### config.mk
export PLATFORM = sky130hd
export DESIGN_NAME = reaction_timer_ctrl_flat
export DESIGN_NICKNAME = d
export VERILOG_FILES = /design/src/rtl/reaction_timer_if.sv /design/src/rtl/reaction_timer_ctrl.sv /design/src/flat_wrapper.sv
export SDC_FILE = /design/constraint.sdc
export NUM_CORES = 1
export LEC_CHECK = 0
export ABC_AREA = 1
export BUFFER_PORTS_ARGS = -buffer_cell sky130_fd_sc_hd__buf_2
export CORE_UTILIZATION = 54
export DETAILED_ROUTE_END_ITERATION = 6
export PLACE_DENSITY_LB_ADDON = 0.15
export RECOVER_POWER = 25
export SETUP_SLACK_MARGIN = 0.1
export SLEW_MARGIN = 20
export SYNTH_ARGS = -nofsm -noshare
export SYNTH_HDL_FRONTEND = slang
export SYNTH_SLANG_ARGS = --single-unit
export TNS_END_PERCENT = 1
### constraint.sdc
create_clock -name clk -period 1.7 [get_ports clk]
set_input_delay 0.425 -clock clk [delete_from_list [all_inputs] [get_ports clk]]
set_output_delay 0.425 -clock clk [all_outputs]
set_load 0.03 [all_outputs]
### src/rtl/reaction_timer_if.sv
// -----------------------------------------------------------------------------
// reaction_timer_if
// Groups the reaction-timer controller's button pulses and its status/result
// outputs into one bundle.
//   master : drives start/stop/clear, observes the status and result outputs
//   slave  : the controller; receives the pulses, drives the outputs
// Signals:
//   start, stop, clear : single-cycle debounced pulses
//   stim_led           : stimulus LED (MEASURE only)
//   busy               : trial in progress (WAIT or MEASURE)
//   delay_units[4:0]   : delay drawn at the last start
//   result_ms[13:0]    : latched reaction time in ms
//   result_valid       : result available (DONE)
//   early              : press arrived before the stimulus (EARLY)
//   timeout            : DONE reached by saturation, not by a press
// -----------------------------------------------------------------------------
interface reaction_timer_if;
  logic        start;
  logic        stop;
  logic        clear;
  logic        stim_led;
  logic        busy;
  logic [4:0]  delay_units;
  logic [13:0] result_ms;
  logic        result_valid;
  logic        early;
  logic        timeout;

  modport master (
    output start, stop, clear,
    input  stim_led, busy, delay_units, result_ms, result_valid, early, timeout
  );

  modport slave (
    input  start, stop, clear,
    output stim_led, busy, delay_units, result_ms, result_valid, early, timeout
  );
endinterface

### src/rtl/reaction_timer_ctrl.sv
// -----------------------------------------------------------------------------
// reaction_timer_ctrl
// Sequences one reaction-timer trial: on start it draws a 4-bit random value
// from a free-running LFSR, waits (rand + MIN_UNITS) delay units, lights the
// stimulus LED and counts whole milliseconds until the reaction press.
// Presses before the stimulus end in EARLY; a count that saturates at MAX_MS
// without a press ends in DONE with timeout set.
// Ports:
//   clk     : system clock
//   reset_n : asynchronous active-low reset
//   bus     : reaction_timer_if.slave (pulses in, status/result out)
// -----------------------------------------------------------------------------
module reaction_timer_ctrl #(
  parameter int unsigned TICK_DIV   = 100000,   // clk cycles per 1 ms tick
  parameter int unsigned UNIT_TICKS = 250,      // ms ticks per delay unit
  parameter int unsigned MIN_UNITS  = 4,        // added to the random value
  parameter int unsigned MAX_MS     = 9999,     // saturation / timeout count
  parameter logic [15:0] LFSR_SEED  = 16'hACE1  // must be non-zero
) (
  input logic             clk,
  input logic             reset_n,
  reaction_timer_if.slave bus
);

  localparam int TICK_W = (TICK_DIV > 1)   ? $clog2(TICK_DIV)   : 1;
  localparam int UNIT_W = (UNIT_TICKS > 1) ? $clog2(UNIT_TICKS) : 1;

  localparam logic [TICK_W-1:0] TICK_LAST = TICK_W'(TICK_DIV - 1);
  localparam logic [UNIT_W-1:0] UNIT_LAST = UNIT_W'(UNIT_TICKS - 1);
  localparam logic [13:0]       MS_MAX    = 14'(MAX_MS);
  localparam logic [4:0]        MIN_U     = 5'(MIN_UNITS);

  typedef enum logic [2:0] {
    S_IDLE,
    S_WAIT,
    S_MEASURE,
    S_DONE,
    S_EARLY
  } state_t;

  // ---------------------------------------------------------------------------
  // Registers
  // ---------------------------------------------------------------------------
  state_t            r_state;
  logic [15:0]       r_lfsr;
  logic [TICK_W-1:0] r_tick_cnt;
  logic [UNIT_W-1:0] r_unit_cnt;
  logic [4:0]        r_delay_cnt;
  logic [13:0]       r_ms_cnt;
  logic [4:0]        r_delay_units;
  logic [13:0]       r_result_ms;
  logic              r_timeout;

  // ---------------------------------------------------------------------------
  // Combinational next values
  // ---------------------------------------------------------------------------
  state_t            w_state_next;
  logic              w_tick;
  logic              w_lfsr_fb;
  logic [4:0]        w_delay_load;
  logic [UNIT_W-1:0] w_unit_next;
  logic [4:0]        w_delay_cnt_next;
  logic [13:0]       w_ms_next;
  logic [4:0]        w_delay_units_next;
  logic [13:0]       w_result_next;
  logic              w_timeout_next;

  // Fibonacci LFSR, taps 16,14,13,11 (bits 15,13,12,10). It runs in every
  // state so the drawn value depends on when the user presses start.
  assign w_lfsr_fb    = r_lfsr[15] ^ r_lfsr[13] ^ r_lfsr[12] ^ r_lfsr[10];
  assign w_delay_load = 5'(r_lfsr[3:0]) + MIN_U;

  assign w_tick = (r_tick_cnt == TICK_LAST);

  // ---------------------------------------------------------------------------
  // State register
  // ---------------------------------------------------------------------------
  // NOTE: every clocked block uses non-blocking (<=) assignments so all
  // registers update from the same pre-edge values, regardless of order.
  always_ff @(posedge clk or negedge reset_n) begin
    if (!reset_n) begin
      r_state <= S_IDLE;
    end else begin
      r_state <= w_state_next;
    end
  end

  // ---------------------------------------------------------------------------
  // Next-state and datapath decisions
  // clear has top priority; within a state, stop beats tick/expiry events.
  // ---------------------------------------------------------------------------
  // NOTE: every signal written here gets its default first, so no path through
  // the case leaves one unassigned and no latch is inferred.
  always_comb begin
    w_state_next       = r_state;
    w_unit_next        = r_unit_cnt;
    w_delay_cnt_next   = r_delay_cnt;
    w_ms_next          = r_ms_cnt;
    w_delay_units_next = r_delay_units;
    w_result_next      = r_result_ms;
    w_timeout_next     = r_timeout;

    if (bus.clear) begin
      // Abort/acknowledge: results and the drawn delay stay visible.
      w_state_next   = S_IDLE;
      w_timeout_next = 1'b0;
    end else begin
      unique case (r_state)
        S_IDLE: begin
          if (bus.start) begin
            w_delay_cnt_next   = w_delay_load;
            w_delay_units_next = w_delay_load;
            w_unit_next        = '0;
            w_ms_next          = '0;
            w_timeout_next     = 1'b0;
            w_state_next       = S_WAIT;
          end
        end

        S_WAIT: begin
          if (bus.stop) begin
            w_state_next = S_EARLY;
          end else if (w_tick) begin
            if (r_unit_cnt == UNIT_LAST) begin
              w_unit_next      = '0;
              w_delay_cnt_next = r_delay_cnt - 5'd1;
              // Last unit elapsed: stimulus goes on from the next cycle.
              if (r_delay_cnt == 5'd1) begin
                w_state_next = S_MEASURE;
              end
            end else begin
              w_unit_next = r_unit_cnt + UNIT_W'(1);
            end
          end
        end

        S_MEASURE: begin
          if (bus.stop) begin
            w_result_next  = r_ms_cnt;
            w_timeout_next = 1'b0;
            w_state_next   = S_DONE;
          end else if (w_tick) begin
            if (r_ms_cnt >= MS_MAX) begin
              w_result_next  = MS_MAX;
              w_timeout_next = 1'b1;
              w_state_next   = S_DONE;
            end else begin
              w_ms_next = r_ms_cnt + 14'd1;
            end
          end
        end

        S_DONE, S_EARLY: begin
          // Hold everything until clear.
        end

        default: begin
          w_state_next = S_IDLE;
        end
      endcase
    end
  end

  // ---------------------------------------------------------------------------
  // Datapath registers
  // ---------------------------------------------------------------------------
  always_ff @(posedge clk or negedge reset_n) begin
    if (!reset_n) begin
      r_lfsr        <= LFSR_SEED;
      r_tick_cnt    <= '0;
      r_unit_cnt    <= '0;
      r_delay_cnt   <= '0;
      r_ms_cnt      <= '0;
      r_delay_units <= '0;
      r_result_ms   <= '0;
      r_timeout     <= 1'b0;
    end else begin
      r_lfsr <= {r_lfsr[14:0], w_lfsr_fb};

      // Restart the ms prescaler on every state change so the first tick in
      // a state lands exactly TICK_DIV cycles after entry.
      if (w_state_next != r_state) begin
        r_tick_cnt <= '0;
      end else if (w_tick) begin
        r_tick_cnt <= '0;
      end else begin
        r_tick_cnt <= r_tick_cnt + TICK_W'(1);
      end

      r_unit_cnt    <= w_unit_next;
      r_delay_cnt   <= w_delay_cnt_next;
      r_ms_cnt      <= w_ms_next;
      r_delay_units <= w_delay_units_next;
      r_result_ms   <= w_result_next;
      r_timeout     <= w_timeout_next;
    end
  end

  // ---------------------------------------------------------------------------
  // Outputs: status flags decode straight from the state register, so they
  // follow an asynchronous reset without waiting for a clock edge.
  // ---------------------------------------------------------------------------
  assign bus.stim_led     = (r_state == S_MEASURE);
  assign bus.busy         = (r_state == S_WAIT) || (r_state == S_MEASURE);
  assign bus.result_valid = (r_state == S_DONE);
  assign bus.early        = (r_state == S_EARLY);
  assign bus.timeout      = (r_state == S_DONE) && r_timeout;
  assign bus.delay_units  = r_delay_units;
  assign bus.result_ms    = r_result_ms;

endmodule
### src/flat_wrapper.sv
// flat-port wrapper written by rule: the top's interface ports become plain ports
module reaction_timer_ctrl_flat 
#(
  parameter int unsigned TICK_DIV   = 100000,                              
  parameter int unsigned UNIT_TICKS = 250,                                
  parameter int unsigned MIN_UNITS  = 4,                                    
  parameter int unsigned MAX_MS     = 9999,                                  
  parameter logic [15:0] LFSR_SEED  = 16'hACE1                     
)
  (clk, reset_n, bus_start, bus_stop, bus_clear, bus_stim_led, bus_busy, bus_delay_units, bus_result_ms, bus_result_valid, bus_early, bus_timeout);
  reaction_timer_if bus_i ();
  input logic clk;
  input logic reset_n;
  input wire logic [$bits(bus_i.start)-1:0] bus_start;
  input wire logic [$bits(bus_i.stop)-1:0] bus_stop;
  input wire logic [$bits(bus_i.clear)-1:0] bus_clear;
  output wire logic [$bits(bus_i.stim_led)-1:0] bus_stim_led;
  output wire logic [$bits(bus_i.busy)-1:0] bus_busy;
  output wire logic [$bits(bus_i.delay_units)-1:0] bus_delay_units;
  output wire logic [$bits(bus_i.result_ms)-1:0] bus_result_ms;
  output wire logic [$bits(bus_i.result_valid)-1:0] bus_result_valid;
  output wire logic [$bits(bus_i.early)-1:0] bus_early;
  output wire logic [$bits(bus_i.timeout)-1:0] bus_timeout;
  assign bus_i.start = bus_start;
  assign bus_i.stop = bus_stop;
  assign bus_i.clear = bus_clear;
  assign bus_stim_led = bus_i.stim_led;
  assign bus_busy = bus_i.busy;
  assign bus_delay_units = bus_i.delay_units;
  assign bus_result_ms = bus_i.result_ms;
  assign bus_result_valid = bus_i.result_valid;
  assign bus_early = bus_i.early;
  assign bus_timeout = bus_i.timeout;
  reaction_timer_ctrl #(.TICK_DIV(TICK_DIV), .UNIT_TICKS(UNIT_TICKS), .MIN_UNITS(MIN_UNITS), .MAX_MS(MAX_MS), .LFSR_SEED(LFSR_SEED)) u_core (.clk(clk), .reset_n(reset_n), .bus(bus_i));
endmodule
# == Word-level counts from Yosys, hierarchy flattened ==
# Index checks and enable logic that the tools add are counted.
# totals
input_bits,5
elab_cells,88
regBits,83
out_inout_bits,24
# classes
add_sub_neg,5
magnitude_cmp,1
eq_ne,18
mux,36
n_bitwise,4
reduce_logical,15
# op_table
op,n
$mux 14,7
$mux 17,2
$mux 8,4
$pmux 14 s2,1
$mux 3,9
$mux 5,4
$add 17x1->17 const B,1
$eq 17x17->1 const B,1
$pmux 8 s2,1
$add 14x1->14 const B,1
$ge 14x14->1 const B,1
$pmux 3 s4,1
$reduce_and 6->1,2
$pmux 5 s2,1
$add 8x1->8 const B,1
$eq 8x8->1 const B,1
$ne 2x2->1 const B,4
$ne 4x3->1 const B,2
$reduce_and 4->1,2
$reduce_bool 2->1,4
$eq 3x2->1 const B,2
$ne 2x1->1 const B,3
$add 4x3->5 const B,1
$eq 5x1->1 const B,1
16 further kinds,22

# == Depth between registers and ports, before layout ==
# Gate-level depths: netlist (run 1).
# logic_depth
word_depth,9
depth_mapped,15
ltp_nobuf,14

# == Least setup slack after synthesis (run 1) ==
# OpenSTA, ideal clock, no wires.
# synth_timing
path_type,flip-flop to output port
from,reg u_core.r_state[2]
to,out bus_timeout
arrival_ns,1.590
stages_incl_launch_ff,6
setup_slack_ns,-0.315
path_cell_list,dfrtp_1 -> inv_2 -> nand2_1 -> nor2_1 -> inv_1 -> nor2_1
# synth_via
elab_chain_cells,2
# synth_lines
item,line,source
start: declaration,reaction_timer_ctrl.sv:44,state_t r_state;
start signal: assignment,reaction_timer_ctrl.sv:84,r_state <= w_state_next;
$eq 3x2->1,-,
named net bus_result_valid,flat_wrapper.sv:21,output wire logic [$bits(bus_i.result_valid)-1:0] bus_result_valid;
$logic_and 1x1->1,reaction_timer_ctrl.sv:207,assign bus.timeout = (r_state == S_DONE) && r_timeout;
end: declaration,flat_wrapper.sv:23,output wire logic [$bits(bus_i.timeout)-1:0] bus_timeout;
# The timed path passes the listed nets, and every way through them passes these cells.

# == Worst setup path after layout (run 1) ==
# layout_timing
from,reg u_core.r_tick_cnt[0]
to,reg u_core.r_ms_cnt[2]
# layout_via
elab_chain_cells,3
# layout_lines
item,line,source
start: declaration,reaction_timer_ctrl.sv:46,logic [TICK_W-1:0] r_tick_cnt;
start signal: assignment,reaction_timer_ctrl.sv:187,r_tick_cnt <= r_tick_cnt + TICK_W'(1);
$eq 17x17->1,reaction_timer_ctrl.sv:73,assign w_tick = (r_tick_cnt == TICK_LAST);
$ne 2x1->1 (no source line),-,
$reduce_and 6->1 (no source line),-,
end signal: assignment,reaction_timer_ctrl.sv:192,r_ms_cnt <= w_ms_next;
end: declaration,reaction_timer_ctrl.sv:49,logic [13:0] r_ms_cnt;
# No other way between the ends.
# A chain may end at the register's enable or synchronous reset.

==> results of run 1 <==
## per-stage QoR
step | power, mW | instances | setup slack (ps) | hold slack, ps | TNS (ps)
finish | 4.29 | 706 | -276 | 181 | -9840
global route | 4.49 | 706 | -372 | 258 | -16330
CTS | 4.28 | 701 | -211 | 16.8 | -5880
detailed placement | 2.80 | 680 | -242 | 340 | -6050
global placement | 2.77 | 680 | -104 | 339 | -2300
floorplan | 2.53 | 493 | -63.8 | 129 | -776
## timing repair
item | 4_1_cts | 5_1_grt
hold buffers | 0 | 0
resized for setup | 25 | 22
pin swaps | 6 | 8
endpoints found under the setup margin | 63 | 65
buffers inserted | 3 | 5
gates cloned | 2 | 0
## how the worst min path moves through the flow
stage	startpoint	end	slack, ps	depth (start not counted)
after floorplan	reset_n	u_core.bus.delay_units[0]	130	0
after global placement	u_core.r_lfsr[14]	u_core.r_lfsr[15]	340	0
after detailed placement	u_core.r_lfsr[8]	u_core.r_lfsr[9]	340	0
after CTS	reset_n	u_core.r_ms_cnt[5]	20	1
after global routing	reset_n	u_core.r_ms_cnt[5]	260	1
final	reset_n	u_core.r_ms_cnt[5]	180	1
## layout by cell type (no fill, tap or decap), types with 2 or more instances in the layout
cell	synthesis	layout
nand2_1	96	89
nand2_4	2	7
a21oi_1	15	13
o21a_1	5	5
buf_4	1	75
nor3_1	13	13
nor2_2	12	18
clkinv_4	0	4
xor2_1	12	12
mux2_2	2	2
o31ai_1	7	7
inv_1	49	49
ha_1	7	5
dfstp_2	8	8
o31ai_2	3	3
inv_2	4	3
nand3_1	47	44
inv_8	0	2
nand2_8	0	2
nand4_1	14	14
buf_6	1	4
xnor2_1	5	5
dfrtp_1	75	74
buf_2	1	23
o21ai_2	2	2
o21ai_0	39	32
clkbuf_8	0	10
nand3_2	1	4
or2_2	2	2
o21ai_1	1	8
nor2_1	47	36
nand2_2	1	3
nor2_4	5	10
buf_12	0	3
## power by group through the flow
stage	combinational, mW	sequential [mW]	clock (mW)
after floorplan	0.346	2.18	0
after global placement	0.614	2.15	0
after detailed placement	0.645	2.16	0
after CTS	0.731	2.12	1.43
after global routing	0.855	2.13	1.50
final	0.774	2.12	1.39
## metal layers
layer | part of all wire, % | wire [µm] | up-vias | track usage, %
met3 | 3.8 | 385 | 17 | 5.72
met1 | 44 | 4500 | 1820 | 34.1
li1 | - | - | 1853 | -
met5 | 0 | 0 | - | 0
met4 | 2.1 | 217 | 0 | 10.6
met2 | 50 | 5160 | 84 | 45.2
## registers in the layout (all words and copies together) (netlist names)
name / count
u_core.r_ms_cnt: 14
u_core.r_tick_cnt: 17
u_core.r_state: 3
u_core.r_lfsr: 16
u_core.bus.result_ms: 14
u_core.r_timeout: 1
u_core.bus.delay_units: 5
u_core.r_delay_cnt: 5
u_core.r_unit_cnt: 8
## logic make-up (layout without fill, tap and decap cells)
family	after synthesis	after routing	synth area share, %
adders and majority gates	7	7	2.08
DFF	83	83	49.6
AOI/OAI and AO/OA	76	76	10.7
muxes	3	3	0.773
and+or+nand+nor	243	245	27.0
xor gates and xnor gates	17	17	3.54
buffers and inverters	64	176	6.33
## final cells by class
class | instances | area (µm²)
fill | 539 | 1960
timing repair buffer | 106 | 788
clock buffer | 10 | 138
clock inverter | 6 | 57.6
multi-input combinational | 348 | 2040
sequential | 83 | 2090
tap | 99 | 124
inverter | 54 | 210
## Yosys cell counts, types with 2 or more instances
library cell  count  share of area [%]
a21oi_1          15                1.8
clkbuf_1          5               0.45
dfrtp_1          75                 45
dfstp_2           8                5.0
ha_1              7                2.1
inv_1            49                4.4
inv_2             4               0.36
mux2_2            2               0.53
nand2_1          96                8.6
nand2_4           2               0.53
nand3_1          47                5.6
nand4_1          14                2.1
nor2_1           47                4.2
nor2_2           12                1.8
nor2_4            5                1.3
nor3_1           13                1.5
o21a_1            5               0.89
o21ai_0          39                4.6
o21ai_2           2               0.42
o31ai_1           7                1.2
o31ai_2           3               0.89
or2_2             2               0.30
xnor2_1           5                1.0
xor2_1           12                2.5
==> results.md, run 1 <==
* Leakage at 2.63 nW
* Slew HR at 38.9%
* Routed Wire Length at 10300 µm
* Cell family with most CP delay: simple AND/OR/NAND/NOR gates
* Logic pwr share at between 10% and 20%
* Starting Density at 56.8%
* Reg2reg end: u_core.r_ms_cnt[2]
* RSZ-0062 raised after global routing: yes
* Synth cell types at 41
* CTS max path bufs at 2
* FF+latch count, synth at 83
* Final Max Slew Viols at 0
* Primary FF master, synth: dfrtp_1
* DR pass1 iterations at 5
* Area after DPL at 5010 µm²
* H-tree depth at 3
* Post-layout min period at 1980 ps
* DRT antenna net count at 0
* Internal power at 2.98 mW
* N_diodes at 0
* Via count at 3774
* Flop pwr share at 49.5%
* Fin Clk Skew at 10.9 ps
* Finished Cell Area at 5450 µm²
* WP data required at 1960 ps
* Period utilization at 116%
* Maximum clock rate at 506 MHz
* Failing checks: negative setup slack
* CP Buf/Inv Count at 2
* Total GRT Usage at a little over a quarter
* YS warnings at 0
* Post-route DRC at 0
* Fin util at 73.5%
* Die area at 8150 µm²
* Switch Pwr at 1.31 mW
* Worst slew pin tran at 916 ps
* Nets at between 600 and 700
* Data arrival, critical path at 2240 ps
* Final Setup Violations at 62
* Drt via density at approximately 5.3
* Detailed Place HPWL at around 7000 µm
* Die H at 90.3 µm
* Die width at 90.3 µm
* Sink Count at 83
* Critical path startpoint: u_core.r_tick_cnt[0]
* WS Path Type: register to register
* Io pins at 29
* FF-to-FF path depth at 10
* Post-synth EDFFs at 0
* Worst-Skew Late Latency at roughly 360 ps
* R2R Setup Slk at -280 ps
* Layout cells sized above 1 at 32.1%
* Worst path depth at 10
* P&R area growth vs syn at 29.4%
* Post-Syn Nets at 505
* DR iter-0 viols at 207
* FFs w/ async S/R, synth at 100%
* Crit. End Element: register
* Routability cong. at 0.877
* Port bufs at 28
* Max-cap violations at 0
* Reg-to-Reg Start: u_core.r_tick_cnt[0]
* Clock network power share at 32.5%
* Tightest Hold Check Type: input port to async pin
* Worst setup path end: u_core.r_ms_cnt[2]
* Peak VDD IR at 0.527 mV
* Global-route wire length before repair at 17500 µm
* CTS Root Cell: clkbuf_8
* Cells after Synth at roughly 490
* Total grt overflow at 0
* CP peak stage delay at roughly 390 ps
* TritonCTS clock tree: yes
* Antenna violations before repair at 0
* Clock slew at reported path FFs at around 90 ps
* Core footprint at 7410 µm²
* Row Count at 31
* Final worst slack at -276 ps
* Worst path slowest cell: dfrtp_1
* Critical path, cell by cell: ha_2 > nand2_4 > nor2_4 > inv_2 > nor3_4 > nand2_1 > o21ai_2 > buf_4 > nand3_1 > and3_1
* Post-synthesis sequential area ratio at ~50%
* Run status: finished with violations
* WL/cell at 14.5 µm
* Syn Area/Cell at roughly 8.5 µm²
* Pwr Density at 788 nW/µm²
* Num CTS Buffers at 9
* Switching Share at between 30% and 40%
* CP startpoint kind: register
* Mapped cell area at between 4000 and 5000 µm²
* Final hold vios at 0
* Vias in the first global route at 3796
* Largest net degree at the start of global routing at 36
* Crit-path max FO at 10
No activity file was read; power rests on OpenSTA's default activity.
==> inputs of run 2 (changes only) <==
--- a/config.mk
+++ b/config.mk
@@ -5,7 +5,7 @@
 export SDC_FILE = /design/constraint.sdc
 export NUM_CORES = 1
 export LEC_CHECK = 0
-export ABC_AREA = 1
+export ABC_AREA = 0
 export BUFFER_PORTS_ARGS = -buffer_cell sky130_fd_sc_hd__buf_2
 export CORE_UTILIZATION = 54
 export DETAILED_ROUTE_END_ITERATION = 6
==> results.md, run 2 <==
* CTS max path bufs at 2 (unchanged)
* CP Buf/Inv Count at 1 (-1)
* Placed insts at 598 (-12%)
* Top cells by area, synth: dfrtp_1 (47%), dfstp_2 (5.2%), nand2_1 (3.8%)
* Synth cell types at 60 (+46%)
* Fill cell count at 536 (-0.56%)
* Sink Count at 83 (unchanged)
* Switching Share at 30.2% (-0.22 points)
* Peak VDD IR at 0.572 mV (+8.5%)
* Post-route DRC at 0 (unchanged)
* Syn Area/Cell at 10.2 µm² (+20%)
* Fin Clk Skew at 12.4 ps (+1.48 ps)
* Total GRT Usage at 26.6% (-0.30 points)
* WL/cell at 16.0 µm (+9.8%)
* Final Setup Violations at 66 (+6.5%)
* Nets at 525 (-14%)
* Post-Syn Nets at 407 (-19%)
* Internal power at 2.98 mW (about the same)
* FFs w/ async S/R, synth at 100% (unchanged)
* Cell with the most instances after synthesis: dfrtp_1
* Most flop-heavy register: u_core.r_tick_cnt
* Tightest Hold Check Type: register to register
* DR iter-0 viols at 211 (+1.9%)
* Die width at 88.4 µm (-2.1%)
* Layout cells sized above 1 at 36.9% (+4.7 points)
* Worst-Skew Late Latency at 370 ps (about the same)
* Via count at 3533 (-6.4%)
* Area after DPL at 4950 µm² (-1.1%)
* P&R area growth vs syn at 33.7%
* CP peak stage delay at 420 ps (+30 ps)
* Routed Wire Length at 9850 µm (-4.1%)
* Reg2reg end: u_core.r_ms_cnt[12]
* Vias in the first global route at 3351 (-12%)
* Post-synthesis sequential area ratio at 51.7% (+2.2 points)
* Cell taking the most area after synthesis: dfrtp_1
* Antenna violations before repair at 0 (unchanged)
* WS Path Type: register to register
* Worst path depth at 6 (-4)
* Critical path startpoint: u_core.r_state[2]
* YS warnings at 0 (unchanged)
* CTS Root Cell: clkbuf_8
* Flop pwr share at 49.8% (+0.3 points)
* Reg-to-Reg Start: u_core.r_state[2]
* Detailed Place HPWL at 6720 µm (-5.6%)
* H-tree depth at 3 (unchanged)
* Post-synth EDFFs at 0 (unchanged)
* Final Max Slew Viols at 0 (unchanged)
* Drt via density at 5.73 (+7.1%)
* Final std cells w/o fill at 617 (-13%)
* Num CTS Buffers at 9 (unchanged)
* Commonest non-fill, non-tap cells in the layout: buf_4 (91), dfrtp_1 (75), nand2_1 (40)
* Pwr Density at 793 nW/µm² (+0.73%)
* Crit. End Element: register
* CP startpoint kind: register
* FF+latch count, synth at 83 (unchanged)
* Die H at 88.4 µm (-2.1%)
* Period utilization at 128% (+12 points)
* Mapped cell area at 4030 µm² (-4.2%)
* Core footprint at 7250 µm² (-2.1%)
* Switch Pwr at 1.29 mW (-0.97%)
* Port bufs at 28 (unchanged)
* Synth top area share at 46.5% (+1.9 points)
* Critical path, cell by cell: or3b_4 > or3_1 > a2111o_1 > buf_6 > or4_1 > o21ai_2
* DRT antenna net count at 0 (unchanged)
* Clock slew at reported path FFs at 100 ps (about the same)
* Io pins at 29 (unchanged)
* Overall Power at 4.28 mW (-0.27%)
* Total grt overflow at 0 (unchanged)
* Global-route wire length before repair at 15800 µm (-9.6%)
* Data arrival, critical path at 2470 ps (+230 ps)
* Cell family with most CP delay: simple AND/OR/NAND/NOR gates
* Routability cong. at 0.907 (+3.4%)
* Cells after Synth at 395 (-20%)
* TritonCTS clock tree: yes
* Leakage at 2.53 nW (-3.9%)
* Finished Cell Area at 5390 µm² (-0.99%)
* Die area at 7820 µm² (-4.1%)
* Top post-synthesis cells by count: dfrtp_1 (75), nand2_1 (41), nor2_1 (23), nor3_1 (21), nand3_1 (18)
* RSZ-0062 raised after global routing: yes
* Largest regs: u_core.r_tick_cnt (17), u_core.r_lfsr (16)
* Clock network power share at 33.5% (+1.0 points)
* Most common cell after layout, fill and taps aside: buf_4
* Worst setup path end: u_core.r_ms_cnt[12]
* Starting Density at 55.6% (-1.2 points)
* Logic pwr share at 16.6% (-1.4 points)
* Max-cap violations at 0 (unchanged)
* N_diodes at 0 (unchanged)
* Worst path slowest cell: dfrtp_1
* Largest register FFs at 17 (unchanged)
* Final hold vios at 0 (unchanged)
* Sum Neg Setup Slack at -21650 ps (-11810 ps)
* Worst slew pin tran at 770 ps (-146 ps)
* R2R Setup Slk at -470 ps (-200 ps)
* WP data required at 1990 ps (+30 ps)
* Slew HR at 48.7% (+9.7 points)
* Maximum clock rate at 460 MHz (-9.1%)
* Crit-path max FO at 18 (+8)
* Largest net degree at the start of global routing at 53 (+47%)
* DR pass1 iterations at 6 (+1)
* FF-to-FF path depth at 6 (-4)
* Post-layout min period at 2170 ps (+198 ps)
* Primary FF master, synth: dfrtp_1
* Row Count at 31 (unchanged)
* Run status: finished with violations
* Failing checks: negative setup slack
* Final worst slack at -474 ps (-198 ps)
==> run 2: how the worst min path moves through the flow <==
stage                                 from                   endpoint  slack, ps  cells past startpoint
after floorplan                    reset_n  u_core.bus.delay_units[0]        130                      0
after global placement    u_core.r_lfsr[9]          u_core.r_lfsr[10]        340                      0
after detailed placement  u_core.r_lfsr[8]           u_core.r_lfsr[9]        340                      0
after CTS                 u_core.r_lfsr[8]           u_core.r_lfsr[9]        360                      0
after global routing      u_core.r_lfsr[8]           u_core.r_lfsr[9]        370                      0
final                     u_core.r_lfsr[8]           u_core.r_lfsr[9]        360                      0
==> run 2: what timing repair did <==
action                                  4_1_cts  5_1_grt
resized for setup                            35       24
endpoints found under the hold margin        10        0
setup buffers                                 1        1
pin swaps                                    12        8
hold buffers                                  1        0
endpoints found under the setup margin       71       71
==> run 2: final cells by class <==
class / count / area [µm²] / area share [%]
Clock buffer: 9 / 124 / 2.30
Sequential cell: 83 / 2090 / 38.7
Tap cell: 99 / 124 / 2.30
Clock inverter: 7 / 81.3 / 1.51
Multi-Input combinational cell: 286 / 2020 / 37.4
Timing Repair Buffer: 125 / 926 / 17.2
Inverter: 8 / 32.5 / 0.603
==> run 2: cells by family (layout without fill, tap and decap cells) <==
logic type,Yosys count,after routing,synth area share [%]
buffers and inverters,26,149,2.64
adder cells (fa/ha/maj),8,8,2.42
AO/OA/AOI/OAI,79,79,13.9
multiplexers,7,7,1.74
flip-flops,83,83,51.7
XOR/XNOR,18,18,3.91
AND/OR/NAND/NOR,174,174,23.7
==> run 2: power by group through the flow <==
stage | Clock (mW) | Sequential [mW] | Combinational, mW
after floorplan | 0 | 2.21 | 0.293
after global placement | 0 | 2.16 | 0.657
after detailed placement | 0 | 2.16 | 0.667
after CTS | 1.48 | 2.12 | 0.697
after global routing | 1.56 | 2.15 | 0.794
final | 1.43 | 2.13 | 0.712
==> run 2: stage by stage <==
stage / util (%) / hold WS (ps) / setup slack, ps
CTS: 72.9 / 362 / -475
global route: 74.4 / 366 / -545
global placement: 68.3 / 335 / -436
finish: 74.4 / 358 / -474
floorplan: - / 129 / -571
detailed placement: 68.3 / 338 / -521
==> run 2: routing by layer <==
| metal | global-route usage (%) | routed length [µm] | vias up |
|---|---|---|---|
| met1 | 35.3 | 4380 | 1755 |
| met5 | 0 | 0 | - |
| met3 | 6.44 | 369 | 11 |
| li1 | - | - | 1677 |
| met2 | 43.8 | 5020 | 90 |
| met4 | 7.33 | 83 | 0 |
